`src/rtl/abus_gen.sv`:
```
// Address bus generator for the microcoded 65C02 core: holds AB, PC and the AHL latch.
// One cycle from ab_op/DB to AB, PC and AHL; rdy=0 holds all state. Optional ABUS_RESET_VECTOR_EN resets AB/PC to FFFC.
module abus_gen #(
    parameter logic [15:0] RESET_AB = 16'h0000,
    parameter logic [15:0] RESET_PC = 16'h0000
) (
    input  logic        clk,
    input  logic        reset,
    input  logic        rdy,
    input  logic [12:0] ab_op,
    input  logic [7:0]  DB,
    input  logic [7:0]  REG,
    output logic [15:0] AB,
    output logic [15:0] PC,
    output logic        abl_co
);

`ifdef ABUS_RESET_VECTOR_EN
    localparam logic [15:0] AB_INIT = 16'hFFFC;
    localparam logic [15:0] PC_INIT = 16'hFFFC;
`else
    localparam logic [15:0] AB_INIT = RESET_AB;
    localparam logic [15:0] PC_INIT = RESET_PC;
`endif

    logic        pc_ld;
    logic        pc_inc;
    logic        ahl_ld;
    logic [1:0]  abh_sel;
    logic [1:0]  abh_mod;
    logic [2:0]  abl_b_sel;
    logic [1:0]  abl_a_sel;
    logic        abl_ci;

    logic [7:0]  ahl;
    logic [7:0]  abl_a;
    logic [7:0]  abl_b;
    logic [8:0]  abl_sum;
    logic [7:0]  abh_base;
    logic [7:0]  abh_next;
    logic [15:0] ab_next;
    logic [15:0] pc_next;

    assign pc_ld     = ab_op[12];
    assign pc_inc    = ab_op[11];
    assign ahl_ld    = ab_op[10];
    assign abh_sel   = ab_op[9:8];
    assign abh_mod   = ab_op[7:6];
    assign abl_b_sel = ab_op[5:3];
    assign abl_a_sel = ab_op[2:1];
    assign abl_ci    = ab_op[0];

    always_comb begin
        abl_a = 8'h00;
        case (abl_a_sel)
            2'b00:   abl_a = 8'h00;
            2'b01:   abl_a = DB;
            2'b10:   abl_a = PC[7:0];
            default: abl_a = AB[7:0];
        endcase
    end

    always_comb begin
        abl_b = 8'h00;
        case (abl_b_sel)
            3'b001:  abl_b = REG;
            3'b010:  abl_b = DB;
            3'b011:  abl_b = ahl;
            default: abl_b = 8'h00;
        endcase
    end

    assign abl_sum = {1'b0, abl_a} + {1'b0, abl_b} + {8'h00, abl_ci};
    assign abl_co  = abl_sum[8];

    always_comb begin
        abh_base = 8'h00;
        case (abh_sel)
            2'b01:   abh_base = PC[15:8];
            2'b10:   abh_base = AB[15:8];
            2'b11:   abh_base = DB;
            default: abh_base = 8'h00;
        endcase
    end

    // In constant mode the modifier bits pick the page instead of adjusting it.
    always_comb begin
        abh_next = 8'h00;
        if (abh_sel == 2'b00) begin
            case (abh_mod)
                2'b01:   abh_next = 8'h01;
                2'b11:   abh_next = 8'hFF;
                default: abh_next = 8'h00;
            endcase
        end else begin
            abh_next = abh_base
                     + {7'h00, abh_mod[1] & abl_co}
                     + (abh_mod[0] ? 8'hFF : 8'h00);
        end
    end

    assign ab_next = {abh_next, abl_sum[7:0]};
    assign pc_next = ab_next + {15'h0000, pc_inc};

    always_ff @(posedge clk) begin
        if (reset) begin
            AB  <= AB_INIT;
            PC  <= PC_INIT;
            ahl <= 8'h00;
        end else if (rdy) begin
            AB <= ab_next;
            if (pc_ld)
                PC <= pc_next;
            if (ahl_ld)
                ahl <= DB;
        end
    end

endmodule

```
`config.mk`:
```
export PLATFORM = sky130hd
export DESIGN_NAME = abus_gen
export DESIGN_NICKNAME = d
export VERILOG_FILES = /design/src/rtl/abus_gen.sv
export SDC_FILE = /design/constraint.sdc
export NUM_CORES = 1
export LEC_CHECK = 0
export BUFFER_PORTS_ARGS = -buffer_cell sky130_fd_sc_hd__buf_2
export CORE_UTILIZATION = 50
export CTS_CLUSTER_SIZE = 40
export DETAILED_ROUTE_END_ITERATION = 10
export GPL_ROUTABILITY_DRIVEN = 0
export PLACE_DENSITY = 0.74
export SKIP_CTS_REPAIR_TIMING = 1
export SYNTH_ARGS = -nofsm -noshare
export SYNTH_HDL_FRONTEND = slang
export SYNTH_SLANG_ARGS = --single-unit
```
`constraint.sdc`:
```
create_clock -name clk -period 8.8 [get_ports clk]
set_clock_uncertainty 0.2 [all_clocks]
set_input_delay 1.76 -clock clk [delete_from_list [all_inputs] [get_ports clk]]
set_output_delay 1.76 -clock clk [all_outputs]
set_load 0.01 [all_outputs]
```
Word level (Yosys, flattened, before mapping)
Cells that the tools add are included.
{ "word_totals": {"word_cells": 29, "out_inout_bits": 33, "in_bits": 32, "register_bits": 40} }
{ "classes": {"bitwise_logic": 1, "n_addsub": 5, "mux": 6, "n_eq_ne": 10, "reduce_logical": 4} }
{ "ops": {"columns": ["operator", "count"], "rows": [
  ["$pmux 8 s3", 3],
  ["$add 16x1->16", 1],
  ["$mux 8", 2],
  ["$pmux 8 s2", 1],
  ["$add 8x8->9", 1],
  ["$add 9x1->9", 1],
  ["$add 8x1->8", 1],
  ["$add 8x8->8", 1],
  ["$eq 2x2->1 const B", 4],
  ["$eq 2x1->1 const B", 3],
  ["$eq 3x2->1 const B", 2],
  ["$logic_not 2->1", 2],
  ["$reduce_and 2->1", 2],
  ["$eq 3x1->1 const B", 1],
  ["$and 1x1->1", 1]
]} }

Depth between registers and ports, before layout
{ "depth": {"depth_word": 9, "ltp_mapped": 23, "ltp_nobuf": 21} }

Worst setup path before layout
Ideal clock, no wire load.
{ "synth_timing": {"path_type": "input-to-reg", "from": "input ab_op[1]", "to": "register PC[14]", "t_arrival_ns": 6.915, "n_path_buf": 1, "slack_ns": 1.567, "stages": 20, "required_time_ns": 8.483, "setup_ns": 0.117, "cell_sequence": "clkbuf_1 > mux2_2 > a22o_1 > fa_1 > inv_1 > fa_1 > nor2b_4 > o31a_4 > o311ai_2 > or2b_1 > a21o_1 > and2_1 > fa_1 > fa_1 > xor2_1 > nand3_1 > a21oi_1 > or4b_4 > or4_1 > a32o_1"} }
{ "synth_between": {"elab_chain_cells": 9, "elab_cells_between_ends": 11, "classes_between": "add/sub: 5; eq/ne: 2; mux: 2; bitwise: 1; reduce/logical: 1"} }
{ "synth_lines": {"columns": ["item", "line", "text"], "rows": [
  ["from (decl)", "10", "input logic [12:0] ab_op,"],
  ["$eq 2x2->1, or another cell as far along", "55", "case (abl_a_sel)"],
  ["$pmux 8 s3 *", "55", null],
  ["$add 8x8->9 *", "73", "assign abl_sum = {1'b0, abl_a} + {1'b0, abl_b} + {8'h00, abl_ci};"],
  ["$add 9x1->9 *", "73", null],
  ["net abl_co", "15", "output logic abl_co"],
  ["$and 1x1->1 *", "97", "+ {7'h00, abh_mod[1] & abl_co}"],
  ["$add 8x1->8 *", "97", null],
  ["$add 8x8->8 *", "98", "+ (abh_mod[0] ? 8'hFF : 8'h00);"],
  ["$mux 8 *", "89", "if (abh_sel == 2'b00) begin"],
  ["$add 16x1->16 *", "103", "assign pc_next = ab_next + {15'h0000, pc_inc};"],
  ["to (signal assigned)", "113", "PC <= pc_next;"],
  ["to (decl)", "14", "output logic [15:0] PC,"]
]} }
Mark *: on every way through the listed nets, which the timed path passes. The rest lies on a longest branch.
A chain may end at the register's enable or synchronous reset.

Final worst setup path
{ "layout_timing": {"from": "input ab_op[1]", "to": "register PC[14]"} }
{ "layout_between": {"elab_chain_cells": 9, "elab_cells_between_ends": 11, "classes_between": "add/sub: 5; eq/ne: 2; mux: 2; bitwise: 1; reduce/logical: 1"} }
{ "layout_lines": {"columns": ["item", "line"], "rows": [
  ["$eq 2x2->1, or another cell as far along", "55"],
  ["$pmux 8 s3 *", "55"],
  ["$add 8x8->9 *", "73"],
  ["$add 9x1->9 *", "73"],
  ["$and 1x1->1", "97"],
  ["$add 8x1->8", "97"],
  ["$add 8x8->8", "98"],
  ["$mux 8", "89"],
  ["$add 16x1->16 *", "103"]
]} }
Mark *: on every way between the ends. The rest lies on a longest branch, timed or not.

==> metrics.cfg <==
[finish]
area_delta_synth_final_pct=12.9
diodes=0
drive_gt1_share_pct=23.8
fillers=607
nNetsFinal=478

[routing]
via_count=3027
wl_per_cell_um=17.2
viasPerCell=6.02
drt-total-wl_um=8660
drc=0
antenna_left=0
route.met3.wl_um=747
dr_wl_met2_um=3860
firstDrtPassIters=4
drt_iter0_drc=230
wl_met1_um=3910
routed.top_layer=met4

[timing]
relSlewSlack_pct=48.5
hold_viol=0
rsz0062_at_grt=no
setup-violations-final=0
fmax_mhz=139
whs_ns=0.258
tightest_slew_ns=0.773
tns_ns=0
post-route-period-util_pct=81.9
drv_slew=0
period_minus_slack_ns=7.21

[power_and_ir_drop]
p_int_w=0.000327
p_comb_share_pct=33.7
power.share.switching_pct=35.0
ir_drop_mv=0.0775
power.density_nw_per_um2=143
switchingPower_w=0.000176
pwr-share-seq_pct=40.7
clkPwrFrac_pct=25.6
p_leak_nw=1.54

[floorplan]
ioPinCount=65
die_w_um=80.8
std_cell_rows=28
start_util_pct=52.2
core_area_um2=5960
die_y_um=80.8
dieArea_um2=6540

[clock_tree]
root_buffer=clkbuf_8
cts_buffers=5
htreeDepth=2
cts_sinks=40
insertion_delay_ns=0.30
clkSlewWorstSetupHoldPaths_ns=0.08
clk_path_buf_depth=2
cts_tree=done

[critical_path]
rr_worst_depth=19
cp_data_required_time_ns=8.79
worstSetupEndpointType=flip-flop
arrival_ns=7.20
crit_top_cell=fa_1
start_kind=primary input
critPathKind=primary input to flip-flop
cp_slowest_cell=or4b_4
slowest_delay_ns=0.50
worstPathCellList=buf_2 -> mux2_2 -> a22o_1 -> fa_1 -> inv_1 -> fa_1 -> nor2b_4 -> o31a_4 -> o311ai_2 -> or2b_1 -> a21o_1 -> and2_1 -> fa_1 -> fa_1 -> xor2_1 -> nand3_1 -> a21oi_1 -> or4b_4 -> or4_1 -> a32o_1
path_max_fanout=9

[yosys]
netlist_instances=377
synth.most_common_cell=nor2_1
ys_types=58
synthTopCellsByArea=dfxtp_1, mux2_2, ha_1
synthArstFlopShare_pct=0
ys.warnings.count=0
synth_edf_count=0
synth_top_cell_by_area=dfxtp_1
synth_nets=428
syn-cell-area_um2=3110
synth_seq_area_share_pct=25.8
synth-seq-cells=40
synth_common_cells=nor2_1, dfxtp_1, nand2_1
synth_top_area_share_pct=25.8
synth_flop_cell=dfxtp_1
avgSynthCellArea_um2=8.24

[grt]
grt_max_degree=42
grt_overflow=0
antenna_found_initial=0
grt_use_total_pct=27.4
grt_pass1_wl_um=13700
grt_pass1_vias=2746

[min_path]
hold_depth=2
worstHoldPathType=flip-flop to flip-flop

[run]
maxCapViolations=0

[placed_design]
hpwl_um=6540
io_buffers=64

[run_status]
status=finished clean

critical path: cells and delay by family:
| kind | cells | cell delay, ns |
|---|---|---|
| and+or+nand+nor | 6 | 1.55 |
| adders and majority gates | 4 | 1.54 |
| AOI/OAI and AO/OA | 6 | 1.45 |
| muxes | 1 | 0.36 |
| buffers and inverters | 2 | 0.30 |
| xor gates and xnor gates | 1 | 0.24 |
metal layers:
metal / global-route usage, % / vias up
li1: - / 1492
met1: 39.2 / 1409
met3: 4.16 / 12
met2: 41.9 / 114
met4: 8.57 / 0
met5: 0 / -
path summary, 6_finish.rpt:
kind | start | end | slack, ns
setup / recovery | ab_op[1] | PC[14]$_SDFFE_PP0P_ | 1.59
hold / removal | ahl[7]$_SDFFE_PP0P_ | ahl[7]$_SDFFE_PP0P_ | 0.26
setup reg to reg | PC[0]$_SDFFE_PP0P_ | PC[14]$_SDFFE_PP0P_ | 3.03
hold reg to reg | ahl[7]$_SDFFE_PP0P_ | ahl[7]$_SDFFE_PP0P_ | 0.26
sequential cells by signal, indices dropped and copies added, names as in the netlist:
name  flops
AB       16
PC       16
ahl       8
area by class of cell:
cell class	instances	area [µm²]	area share (%)
timing repair buffer	64	320	9.13
tap	75	93.8	2.67
multi-input combinational	309	2170	62.0
sequential	40	801	22.8
inverter	7	26.3	0.749
clock inverter	2	10.0	0.285
clock buffer	6	82.6	2.35
power by group through the flow:
| stage | Sequential, W | Combinational (W) | Clock (W) |
|---|---|---|---|
| 6_report | 0.000205 | 0.000170 | 0.000129 |
| 5_1_grt | 0.000206 | 0.000186 | 0.000142 |
| 4_1_cts | 0.000205 | 0.000167 | 0.000133 |
| 3_5_place_dp | 0.000209 | 0.000166 | 0 |
| 3_3_place_gp | 0.000208 | 0.000163 | 0 |
| 2_1_floorplan | 0.000212 | 0.000114 | 0 |
stage by stage:
step | power, W | utilization, % | cell area, µm² | instances | worst slack [ns]
after floorplan | 0.000326 | - | 3110 | 377 | 1.57
after global placement | 0.000371 | 57.4 | 3420 | 495 | 1.57
after detailed placement | 0.000375 | 57.4 | 3420 | 495 | 1.33
after CTS | 0.000505 | 58.9 | 3510 | 503 | 1.63
after global routing | 0.000534 | 58.9 | 3510 | 503 | 1.40
final | 0.000503 | 58.9 | 3510 | 503 | 1.59
placed cells by master, fill, tap and decap left out, types with 6 or more instances in the layout:
cell type   n
dfxtp_1    40
nand2_1    37
xor2_1      6
a22oi_1     9
inv_1       7
o21ai_0    21
nand2b_1    6
nor2_1     43
mux2i_1    15
buf_2      64
clkbuf_8    6
nand3_1    21
a22o_1      7
a21oi_1    20
ha_1       15
mux2_2     17
a211oi_1   17
cell families after synthesis:
| family | count (synthesis) | share of synthesized area (%) |
|---|---|---|
| buf+inv | 28 | 4.27 |
| fa+ha+maj | 19 | 8.62 |
| compound gates | 102 | 23.8 |
| xor+xnor | 11 | 3.10 |
| mux | 32 | 11.0 |
| simple gates | 145 | 23.5 |
| flops | 40 | 25.8 |
Power figures use the tool's default switching activity.
